### src/rtl/sat_counter.sv
// rtl/sat_counter.sv - saturating up counter with clear-over-increment priority
module sat_counter #(
    parameter int W = 8
) (
    input  logic         clk,
    input  logic         reset,
    input  logic         inc,
    input  logic         clr,
    output logic [W-1:0] count
);

    logic [W-1:0] count_q;
    logic [W-1:0] count_d;

    // Clear wins, but a same-cycle increment still lands as a count of one.
    always_comb begin
        count_d = count_q;
        if (clr) begin
            count_d = inc ? W'(1) : '0;
        end else if (inc && (count_q != {W{1'b1}})) begin
            count_d = count_q + W'(1);
        end
    end

    // Counter register.
    always_ff @(posedge clk or posedge reset) begin
        if (reset) begin
            count_q <= '0;
        end else begin
            count_q <= count_d;
        end
    end

    assign count = count_q;

endmodule

### config.mk
export PLATFORM = sky130hd
export DESIGN_NAME = sat_counter
export DESIGN_NICKNAME = d
export VERILOG_FILES = /design/src/rtl/sat_counter.sv
export SDC_FILE = /design/constraint.sdc
export NUM_CORES = 1
export LEC_CHECK = 0
export BUFFER_PORTS_ARGS = -buffer_cell sky130_fd_sc_hd__buf_4
export CAP_MARGIN = 20
export CORE_AREA = 2 2 39 41
export CTS_BUF_LIST = sky130_fd_sc_hd__clkbuf_8
export DETAILED_ROUTE_END_ITERATION = 10
export DIE_AREA = 0 0 41 43
export PLACE_DENSITY = 0.65
export SLEW_MARGIN = 20
export SYNTH_ARGS = -nofsm -noshare
export SYNTH_HDL_FRONTEND = slang
export SYNTH_SLANG_ARGS = --single-unit
export TNS_END_PERCENT = 100
### constraint.sdc
create_clock -name clk -period 2.8 [get_ports clk]
set_clock_uncertainty 0.2 [all_clocks]
set_input_delay 0.56 -clock clk [delete_from_list [all_inputs] [get_ports clk]]
set_output_delay 0.56 -clock clk [all_outputs]
set_load 0.02 [all_outputs]
==> impl_metrics.py <==
metrics = {
    "run_status": {
        "status": "completed",
    },
    "die": {
        "dieHeight_um": 43,
        "io_pins": 12,
        "die_w_um": 41,
        "die_area_um2": 1760,
        "core-area_um2": 1380,
        "initial_utilization_pct": 32.5,
        "rows": 14,
    },
    "timing": {
        "maxSlewViolCount": 0,
        "fmax_ghz": 0.586,
        "relSlewSlack_pct": 78.0,
        "period_needed_ns": 1.71,
        "worst_pin_slew_ns": 0.330,
        "period_share_pct": 60.9,
        "rsz0062_at_grt": "no",
        "setup_viol": 0,
        "hold_viol_final": 0,
        "tns_ns": 0,
    },
    "clock_tree": {
        "clock-sinks": 8,
        "clk_pin_slew_ns": 0.04,
        "cts_root_buf": "clkbuf_8",
        "ctsHoldBuffers": 0,
        "clk_path_buf_depth": 2,
        "post-cts-setup-buffers": 0,
        "cts_resized": 0,
        "insertion_delay_ns": 0.23,
        "cts_tree": "built",
        "htree_levels": 1,
        "cts_buffers": 3,
    },
    "routing": {
        "drc_errors": 0,
        "initialDrtViolationCount": 26,
        "totalWireLength_um": 1040,
        "avgRoutedWirePerCell_um": 13.5,
        "vias": 432,
        "dr.pass1.iters": 4,
        "viasPerCell": 5.61,
        "ant_nets": 0,
    },
    "pwr": {
        "max-vdd-ir-drop_v": 0.000275,
        "internal_power_uw": 228,
        "clock_power_share_pct": 46.6,
        "combPwrFrac_pct": 11.6,
        "pwr_density_cell_nw_per_um2": 507,
        "p_leak_nw": 0.269,
        "swShare_pct": 24.3,
        "power.switching_uw": 73.2,
        "seqPwrFrac_pct": 41.8,
    },
    "cells_and_area": {
        "num-fill-cells": 146,
        "antennaDiodeCount": 0,
        "largest_reg_flops": 8,
        "layout_commonest_cell": "buf_4",
        "most-common-layout-cells": "11 x buf_4, 8 x dfrtp_1, 6 x nand2_1",
        "area_delta_synth_final_pct": 31.9,
        "seq_area_um2": 200,
        "nets": 68,
        "multi_input_area_um2": 235,
        "layout.cells.non_filler": 77,
        "drive_above_1_share_pct": 26.2,
    },
    "logic_synthesis": {
        "postSynthAreaPerCell_um2": 9.58,
        "yosysTopAreaCell": "dfrtp_1",
        "synthMuxAreaShare_pct": 2.22,
        "synth_top_family_by_area": "compound AO/OA/AOI/OAI gates",
        "ys_types": 24,
        "synth_fp_nets": 52,
        "netlist_area_um2": 450,
        "synth_fa_ha_area_share_pct": 2.78,
        "yosys.area_share.simple_pct": 22.8,
        "yosysWarnings": 0,
        "ys_seq_area_share_pct": 44.4,
        "ys_seq_elements": 8,
        "synthXorXnorAreaFrac_pct": 0,
        "synth_top_cell_area_share_pct": 44.4,
        "synth_compound_area_share_pct": 24.4,
        "synthCells": 47,
        "synth_area_leaders": "dfrtp_1 44%, a211oi_1 5.0%, nand2_1 5.0%, a21oi_1 3.3%, nand3_1 3.3%",
    },
    "grt": {
        "antenna_found_initial": 0,
        "grt_usage_pct": 14.2,
        "first_global_vias": 388,
        "grt_max_degree": 9,
        "grt_pass1_wl_um": 1670,
        "grt_overflow_total": 0,
    },
    "setup_path": {
        "path_max_fanout": 5,
        "r2r_cells": 4,
        "cp-start-kind": "flop",
        "cpMaxStageDelayCell": "dfrtp_1",
        "critical_path_class": "reg -> reg",
        "max_stage_delay_ns": 0.41,
        "cp.required_ns": 2.70,
        "cp-end-kind": "flop",
        "crit_arrival_ns": 1.60,
        "r2r-end": "count[7]$_DFFE_PP0P_",
        "reg2reg_slack_ns": 1.09,
        "reg2reg_from": "count[0]$_DFFE_PP0P_",
        "cp_cell_sequence": "ha_1 -> and3_1 -> o311ai_0 -> o41ai_1",
        "startpoint": "count[0]$_DFFE_PP0P_",
        "cp-endpoint": "count[7]$_DFFE_PP0P_",
    },
    "min_path": {
        "hp-class": "in -> async",
    },
    "flow_run": {
        "cap_violations": 0,
    },
    "place": {
        "io_buffers": 11,
        "place_inst": 74,
        "hpwlAfterDp_um": 749,
        "place.gp.congestion": 0.779,
    },
}
==> layer usage <==
layer,up-vias,share of wire (%),track usage (%)
li1,211,-,-
met1,207,44,19.4
met2,14,48,18.8
met3,0,7.6,7.85
met4,0,0,4.00
met5,-,0,0
==> power by group through the flow <==
stage | registers, mW | clock network [mW] | logic (mW)
after floorplan | 0.132 | 0 | 0.0138
after global placement | 0.127 | 0 | 0.0355
after detailed placement | 0.128 | 0 | 0.0352
after CTS | 0.126 | 0.143 | 0.0354
after global routing | 0.127 | 0.148 | 0.0387
final | 0.126 | 0.140 | 0.0350
==> worst min-delay path by stage <==
stage,from,to
floorplan,reset,count[0]$_DFFE_PP0P_
global placement,reset,count[3]$_DFFE_PP0P_
detailed placement,reset,count[3]$_DFFE_PP0P_
CTS,reset,count[4]$_DFFE_PP0P_
global route,reset,count[4]$_DFFE_PP0P_
finish,reset,count[4]$_DFFE_PP0P_
==> through the flow <==
stage          setup slack [ns]  instance area (um^2)  hold WS [ns]  total power [mW]  utilization, %
4_1_cts                    1.10                   594        0.0929             0.304            42.9
2_1_floorplan              1.07                   450         0.176             0.146               -
3_3_place_gp               1.14                   553         0.344             0.163            40.0
6_report                   1.09                   594        0.0867             0.301            42.9
3_5_place_dp               1.11                   553         0.336             0.163            40.0
5_1_grt                   0.987                   594         0.123             0.314            42.9
==> worst max-delay path: cells and delay by family, from the launching register on <==
kind                       cells  cell delay (ns)
DFF                            1             0.41
AOI/OAI and AO/OA              2             0.45
adders and majority gates      1             0.27
and+or+nand+nor                1             0.25
==> synth_stat cells, drive strengths merged <==
cell type,count
o211ai,1
and4,1
dfrtp,8
inv,4
o311a,1
a21boi,1
a211oi,3
a21oi,3
o21bai,1
ha,1
mux2i,1
o311ai,2
nand2,6
o41ai,1
or4,1
nand4,3
and3,1
or3,1
o21ai,2
nor3,1
nand2b,1
nand3,3
==> cell families (layout without fill, tap and decap cells) <==
kind of cell	after synthesis	in the layout
and+or+nand+nor	18	18
AOI/OAI and AO/OA	15	15
DFF	8	8
buffers and inverters	4	18
adders and majority gates	1	1
muxes	1	1
==> final cells by class <==
| class | count | area share, % |
|---|---|---|
| tap | 16 | 3.37 |
| multi-input combinational | 35 | 39.6 |
| timing repair buffer | 11 | 13.9 |
| inverter | 4 | 2.53 |
| clock buffer | 3 | 6.95 |
| sequential | 8 | 33.7 |
No activity file was read; power rests on OpenSTA's default activity.
